===== src/rtl/spi_slave_fsm.sv =====
// SPI mode-0 (CPOL=0, CPHA=0) target endpoint with a register-port back end.
//
// SCK, CS_N and MOSI are oversampled in the i_clk domain through SYNC_STAGES-deep
// synchronizers. Each frame starts with a command byte. Its MSB selects read (1) or
// write (0), and its low ADDR_W bits give the start address. Any number of data bytes
// follow, and the address auto-increments (wrapping) after every byte.
//
// Ports:
//   i_clk, i_rst_n   system clock, asynchronous active-low reset
//   i_sck, i_cs_n    SPI clock / chip select from the master (asynchronous)
//   i_mosi           SPI data, master -> slave (sampled on SCK rise)
//   o_miso           SPI data, slave -> master (changes on SCK fall)
//   o_miso_oe        pad output enable for MISO
//   o_addr           register address of the current access
//   o_wr_en          1-clk write strobe, o_wr_data valid with it
//   o_wr_data        write data
//   o_rd_req         1-clk read request; i_rd_data is sampled exactly one clock later
//   i_rd_data        read data from the register port
//   o_busy           frame in progress
//   o_frame_err      1-clk pulse when CS is released in the middle of a byte
module spi_slave_fsm #(
  parameter int unsigned DATA_W      = 8,
  parameter int unsigned ADDR_W      = 7,
  parameter int unsigned SYNC_STAGES = 2
) (
  input  logic              i_clk,
  input  logic              i_rst_n,
  input  logic              i_sck,
  input  logic              i_cs_n,
  input  logic              i_mosi,
  output logic              o_miso,
  output logic              o_miso_oe,
  output logic [ADDR_W-1:0] o_addr,
  output logic              o_wr_en,
  output logic [DATA_W-1:0] o_wr_data,
  output logic              o_rd_req,
  input  logic [DATA_W-1:0] i_rd_data,
  output logic              o_busy,
  output logic              o_frame_err
);

  localparam int unsigned CntW = (DATA_W > 2) ? $clog2(DATA_W) : 1;
  localparam logic [CntW-1:0] LastBit = CntW'(DATA_W - 1);

  typedef enum logic [2:0] {
    StIdle,
    StCmd,
    StWrData,
    StRdLoad,
    StRdData
  } state_e;

  // ---------------------------------------------------------------------------
  // Input synchronizers and edge detection
  // ---------------------------------------------------------------------------
  // CS_N resets to the asserted level. A master already holding CS low across
  // reset therefore produces no falling edge, so the rest of that frame is ignored.
  logic [SYNC_STAGES-1:0] sck_sync_q, cs_sync_q, mosi_sync_q;
  logic                   sck_prev_q, cs_prev_q;

  always_ff @(posedge i_clk or negedge i_rst_n) begin
    if (!i_rst_n) begin
      sck_sync_q  <= '0;
      cs_sync_q   <= '0;
      mosi_sync_q <= '0;
      sck_prev_q  <= 1'b0;
      cs_prev_q   <= 1'b0;
    end else begin
      sck_sync_q  <= {sck_sync_q[SYNC_STAGES-2:0], i_sck};
      cs_sync_q   <= {cs_sync_q[SYNC_STAGES-2:0], i_cs_n};
      mosi_sync_q <= {mosi_sync_q[SYNC_STAGES-2:0], i_mosi};
      sck_prev_q  <= sck_sync_q[SYNC_STAGES-1];
      cs_prev_q   <= cs_sync_q[SYNC_STAGES-1];
    end
  end

  logic sck_s, cs_s, mosi_s;
  logic sck_rise, sck_fall, cs_rise, cs_fall;

  assign sck_s  = sck_sync_q[SYNC_STAGES-1];
  assign cs_s   = cs_sync_q[SYNC_STAGES-1];
  assign mosi_s = mosi_sync_q[SYNC_STAGES-1];

  // SCK edges only count while CS is asserted.
  assign sck_rise = sck_s & ~sck_prev_q & ~cs_s;
  assign sck_fall = ~sck_s & sck_prev_q & ~cs_s;
  assign cs_fall  = ~cs_s & cs_prev_q;
  assign cs_rise  = cs_s & ~cs_prev_q;

  // ---------------------------------------------------------------------------
  // Frame FSM with registered outputs
  // ---------------------------------------------------------------------------
  state_e            state_q;
  logic [CntW-1:0]   bit_cnt_q;
  logic [DATA_W-1:0] rx_q;
  logic [DATA_W-1:0] tx_q;
  logic [ADDR_W-1:0] addr_q;
  logic [DATA_W-1:0] wr_data_q;
  logic              wr_en_q;
  logic              rd_req_q;
  logic              rd_wait_q;    // high the clock after o_rd_req: i_rd_data is valid now
  logic              miso_q;
  logic              frame_err_q;
  logic [DATA_W-1:0] rx_next;
  logic              last_bit;

  assign rx_next  = {rx_q[DATA_W-2:0], mosi_s};
  assign last_bit = (bit_cnt_q == LastBit);

  always_ff @(posedge i_clk or negedge i_rst_n) begin
    if (!i_rst_n) begin
      state_q     <= StIdle;
      bit_cnt_q   <= '0;
      rx_q        <= '0;
      tx_q        <= '0;
      addr_q      <= '0;
      wr_data_q   <= '0;
      wr_en_q     <= 1'b0;
      rd_req_q    <= 1'b0;
      rd_wait_q   <= 1'b0;
      miso_q      <= 1'b0;
      frame_err_q <= 1'b0;
    end else begin
      wr_en_q     <= 1'b0;
      rd_req_q    <= 1'b0;
      frame_err_q <= 1'b0;
      rd_wait_q   <= rd_req_q;

      // A write bumps the address one clock after its strobe.
      if (wr_en_q) begin
        addr_q <= addr_q + ADDR_W'(1);
      end

      if (cs_rise) begin
        // End of frame wins over any SCK edge seen in the same clock.
        // A partial byte is dropped, and any outstanding read prefetch is abandoned.
        frame_err_q <= (state_q != StIdle) && (bit_cnt_q != '0);
        state_q     <= StIdle;
        bit_cnt_q   <= '0;
        miso_q      <= 1'b0;
        rd_wait_q   <= 1'b0;
      end else begin
        unique case (state_q)
          StIdle: begin
            if (cs_fall) begin
              state_q   <= StCmd;
              bit_cnt_q <= '0;
              rx_q      <= '0;
              tx_q      <= '0;
              miso_q    <= 1'b0;
            end
          end

          StCmd: begin
            miso_q <= 1'b0;
            if (sck_rise) begin
              rx_q <= rx_next;
              if (last_bit) begin
                bit_cnt_q <= '0;
                addr_q    <= rx_next[ADDR_W-1:0];
                if (rx_next[DATA_W-1]) begin
                  state_q  <= StRdLoad;
                  rd_req_q <= 1'b1;
                end else begin
                  state_q <= StWrData;
                end
              end else begin
                bit_cnt_q <= bit_cnt_q + CntW'(1);
              end
            end
          end

          StWrData: begin
            miso_q <= 1'b0;
            if (sck_rise) begin
              rx_q <= rx_next;
              if (last_bit) begin
                bit_cnt_q <= '0;
                wr_data_q <= rx_next;
                wr_en_q   <= 1'b1;
              end else begin
                bit_cnt_q <= bit_cnt_q + CntW'(1);
              end
            end
          end

          StRdLoad: begin
            // o_miso keeps the previous byte's last bit until the next fall.
            // At the minimum SCK half-period, the load can land in the same clock as
            // that fall. In that case the MSB goes straight out.
            if (rd_wait_q) begin
              state_q <= StRdData;
              if (sck_fall) begin
                miso_q <= i_rd_data[DATA_W-1];
                tx_q   <= i_rd_data << 1;
              end else begin
                tx_q <= i_rd_data;
              end
            end
          end

          StRdData: begin
            if (sck_fall) begin
              miso_q <= tx_q[DATA_W-1];
              tx_q   <= tx_q << 1;
            end
            if (sck_rise) begin
              if (last_bit) begin
                bit_cnt_q <= '0;
                addr_q    <= addr_q + ADDR_W'(1);
                rd_req_q  <= 1'b1;
                state_q   <= StRdLoad;
              end else begin
                bit_cnt_q <= bit_cnt_q + CntW'(1);
              end
            end
          end

          default: begin
            state_q <= StIdle;
          end
        endcase
      end
    end
  end

  assign o_miso      = miso_q;
  assign o_miso_oe   = (state_q != StIdle) & ~cs_s;
  assign o_addr      = addr_q;
  assign o_wr_en     = wr_en_q;
  assign o_wr_data   = wr_data_q;
  assign o_rd_req    = rd_req_q;
  assign o_busy      = (state_q != StIdle);
  assign o_frame_err = frame_err_q;

endmodule


===== config.mk =====
export PLATFORM = sky130hd
export DESIGN_NAME = spi_slave_fsm
export DESIGN_NICKNAME = d
export VERILOG_FILES = /design/src/rtl/spi_slave_fsm.sv
export SDC_FILE = /design/constraint.sdc
export NUM_CORES = 1
export LEC_CHECK = 0
export CORE_AREA = 5 5 55 106
export CTS_CLUSTER_DIAMETER = 80
export DETAILED_ROUTE_END_ITERATION = 10
export DIE_AREA = 0 0 60 111
export GPL_ROUTABILITY_DRIVEN = 0
export PLACE_DENSITY_LB_ADDON = 0.1
export RECOVER_POWER = 50
export SYNTH_ARGS = -nofsm -noshare
export SYNTH_HDL_FRONTEND = slang
export SYNTH_SLANG_ARGS = --single-unit
export TNS_END_PERCENT = 20

===== constraint.sdc =====
create_clock -name i_clk -period 2.2 [get_ports i_clk]
set_clock_uncertainty 0.05 [all_clocks]
set_input_delay 0.55 -clock i_clk [delete_from_list [all_inputs] [get_ports i_clk]]
set_output_delay 0.55 -clock i_clk [all_outputs]
set_load 0.03 [all_outputs]

==> results by group <==
Timing
  • RSZ-0062 raised after global routing: no
  • Fin. Hold Viols: 0
  • Minimum clock period: 2120 ps
  • Slew Viols, Final: 0
  • Slew @ Worst Pin: 1180 ps
  • Final setup fails: 0
  • Rel. slew slack: 0.211
  • Setup TNS: 0 ps
  • Max Fclk: 472 MHz
  • Part of the cycle the worst path needs: 0.963

Logic synthesis
  • Ys Warns: 0
  • Post-synth top area share: 0.471
  • Register area share after synthesis: 0.471
  • Mapped Cells: 237
  • Avg Cell Area, Syn: 11.0 sq um
  • Mapped Nets: 256
  • Top_reg_cell synth: dfrtp_1
  • Synth unique cells: 51
  • Post-synth top area cell: dfrtp_1
  • Post-Syn Area: 2600 sq um
  • Post-synth EDFFs: 0
  • #FFs+latches synth: 49
  • Top cells by area, synth: dfrtp_1 47%, mux2_4 4.6%, mux2_2 4.3%
  • Post-synth ARST share: 1.00

CTS
  • Max Root-Sink Buffers: 2
  • Num CTS Buffers: 5
  • H-tree depth: 2
  • Clk sink count: 49
  • CTS tree: yes
  • Clock-pin slew on the worst setup and hold paths: 90 ps
  • Clk_lat worst skew: 310 ps
  • Root Buffer: clkbuf_8

Route
  • Via density: 5.87
  • Iteration-0 DRC Markers: 65
  • Wire length per cell: 17.2 um
  • # DRC: 0
  • Detailed Routing Iterations Pass 1: 4
  • Final WL: 5.83 mm
  • ANT nets after route: 0
  • Via count: 1,984

Worst setup path
  • Worst Path Arrival: 1520 ps
  • Critical path cell sequence: clkdlybuf4s50_1
  • CP Data Required Time: 1600 ps
  • CP max FO: 7
  • Setup CP Type: reg -> out
  • Reg2reg setup slack: 200 ps
  • Max stage delay on crit path: 730 ps
  • CP startpoint kind: flip-flop
  • Critical path endpoint category: output port
  • WP buf/inv: 1
  • Crit path max-delay family: buffers and inverters
  • Critical-path top delay cell: clkdlybuf4s50_1

Power and ir drop
  • Pwr per Cell Area: 615 nW/um^2
  • Peak supply drop: 0.522 mV
  • Leak pwr: 0.00144 uW
  • Pwr Total: 1960 uW

Min path
  • Hold Crit Class: reg -> reg

GRT
  • Grt ovf: 0
  • GRT Util Overall: 0.194
  • Number of global-route vias before repair: 2,090
  • First-pass GRT wire length: 9.94 mm
  • Largest net degree at the start of global routing: 50
  • Initial antenna violation count: 0

Floorplan
  • Die outline width: 60 um
  • Die area: 6660 sq um
  • # IOs: 34
  • Core area: 4860 sq um
  • Die Y: 111 um
  • Rows: 36
  • Initial cell density of the core: 0.535

Finish
  • Sequential cell area: 1230 sq um
  • Finished Core Util: 0.656
  • Share of cells above drive strength 1: 0.181
  • Area Overhead vs Synth: 22.6%
  • Area of the multi-input gates: 1260 sq um
  • Fill count: 385
  • Fin nets: 299
  • Ant diodes: 0

Placed design
  • HPWL after detailed placement: 4.38 mm
  • Buffers on Ports: 33

Job
  • Max-cap violations: 0

Outcome
  • Status: complete, no violations
-- layout make-up --
type,instances,share of cell area
repair buffers,51,0.146
well taps,57,0.0224
clock buffers,5,0.0216
flip-flops and latches,49,0.384
inverters,8,0.00942
clock inverters,3,0.0204
multi-input cells,165,0.396
-- per-stage QoR --
| stage | std cells | setup WS [ps] | hold WS, ps | area [sq um] |
|---|---|---|---|---|
| after floorplan | 237 | 398 | 204 | 2600 |
| final | 338 | 81.7 | 296 | 3190 |
| after detailed placement | 330 | 178 | 287 | 3080 |
| after global placement | 330 | 180 | 283 | 3080 |
| after CTS | 338 | 61.6 | 160 | 3210 |
| after global routing | 338 | 3.12 | 321 | 3190 |
-- report_power, final --
group          internal (uW)  total [uW]  switching (uW)
clock                    451         756             304
combinational            110         231             121
sequential               938         973            35.3
-- state kept, by name, summed over array words and instances (netlist names), 2 cells and up --
register	flops
o_wr_data	8
rx_q	7
o_addr	7
bit_cnt_q	3
mosi_sync_q	2
state_q	3
sck_sync_q	2
cs_sync_q	2
tx_q	8
-- per-layer routing --
metal	routed length, um	vias up	part of all wire	track usage
li1	-	948	-	-
met1	2190	991	0.37	0.222
met2	3350	37	0.57	0.342
met3	188	8	0.032	0.0326
met4	104	0	0.018	0.0740
met5	0	-	0	0
-- final timing paths --
path	end	startpoint	cells past startpoint
worst min-delay path	cs_sync_q[1]$_DFF_PN0_	cs_sync_q[0]$_DFF_PN0_	0
min in group asynchronous	bit_cnt_q[0]$_DFFE_PN0P_	i_rst_n	2
worst max register to register	state_q[0]$_DFFE_PN0P_	cs_sync_q[1]$_DFF_PN0_	6
worst min register to register	cs_sync_q[1]$_DFF_PN0_	cs_sync_q[0]$_DFF_PN0_	0
worst max-delay path	o_addr[3]	o_addr[3]$_DFF_PN0_	1
max in group asynchronous	tx_q[2]$_DFFE_PN0P_	i_rst_n	2
-- cell usage after synthesis (all sizes together), types with 5 or more instances --
cell type,n
dfrtp,49
ha,6
xor2,10
o22ai,5
buf,8
a22o,7
inv,8
nand2,18
nor3b,5
o21ai,14
clkbuf,7
mux2i,10
mux2,18
nor2,12
-- cells in the final DEF, fill, tap and decap left out, types with 3 or more instances in the layout --
cell type / Yosys / layout
mux2_2: 10 / 10
nor3b_1: 3 / 3
o221ai_1: 3 / 3
ha_1: 6 / 6
a21oi_1: 3 / 3
clkbuf_8: 0 / 5
nor2_1: 12 / 12
mux2_4: 8 / 8
nand2b_1: 3 / 3
nor2b_1: 3 / 3
mux2i_1: 9 / 9
o22ai_1: 5 / 5
xor2_1: 10 / 10
dlygate4sd3_1: 0 / 3
buf_4: 1 / 15
dfrtp_1: 49 / 49
nor4_1: 3 / 3
o21ai_0: 14 / 14
nand4_1: 3 / 3
inv_1: 8 / 8
nand2_1: 18 / 18
a22o_1: 7 / 7
and3_1: 3 / 3
clkdlybuf4s50_1: 0 / 27
nand3_1: 3 / 3
a22oi_1: 4 / 4
-- repair_timing --
item / 4_1_cts / 5_1_grt
setup buffers: 0 / 0
endpoints found under the setup margin: 2 / 0
gates resized for setup: 2 / 0
hold buffers: 0 / 0
-- logic make-up (layout without fill, tap and decap cells) --
group / count (synthesis) / in the layout / synth area share
XOR/XNOR: 11 / 11 / 0.0370
AND/OR/NAND/NOR: 64 / 64 / 0.138
multiplexers: 28 / 28 / 0.129
adder cells (fa/ha/maj): 6 / 6 / 0.0289
flip-flops: 49 / 49 / 0.471
buffers and inverters: 23 / 67 / 0.0428
AO/OA/AOI/OAI: 56 / 56 / 0.152
Power figures use the tool's default switching activity.
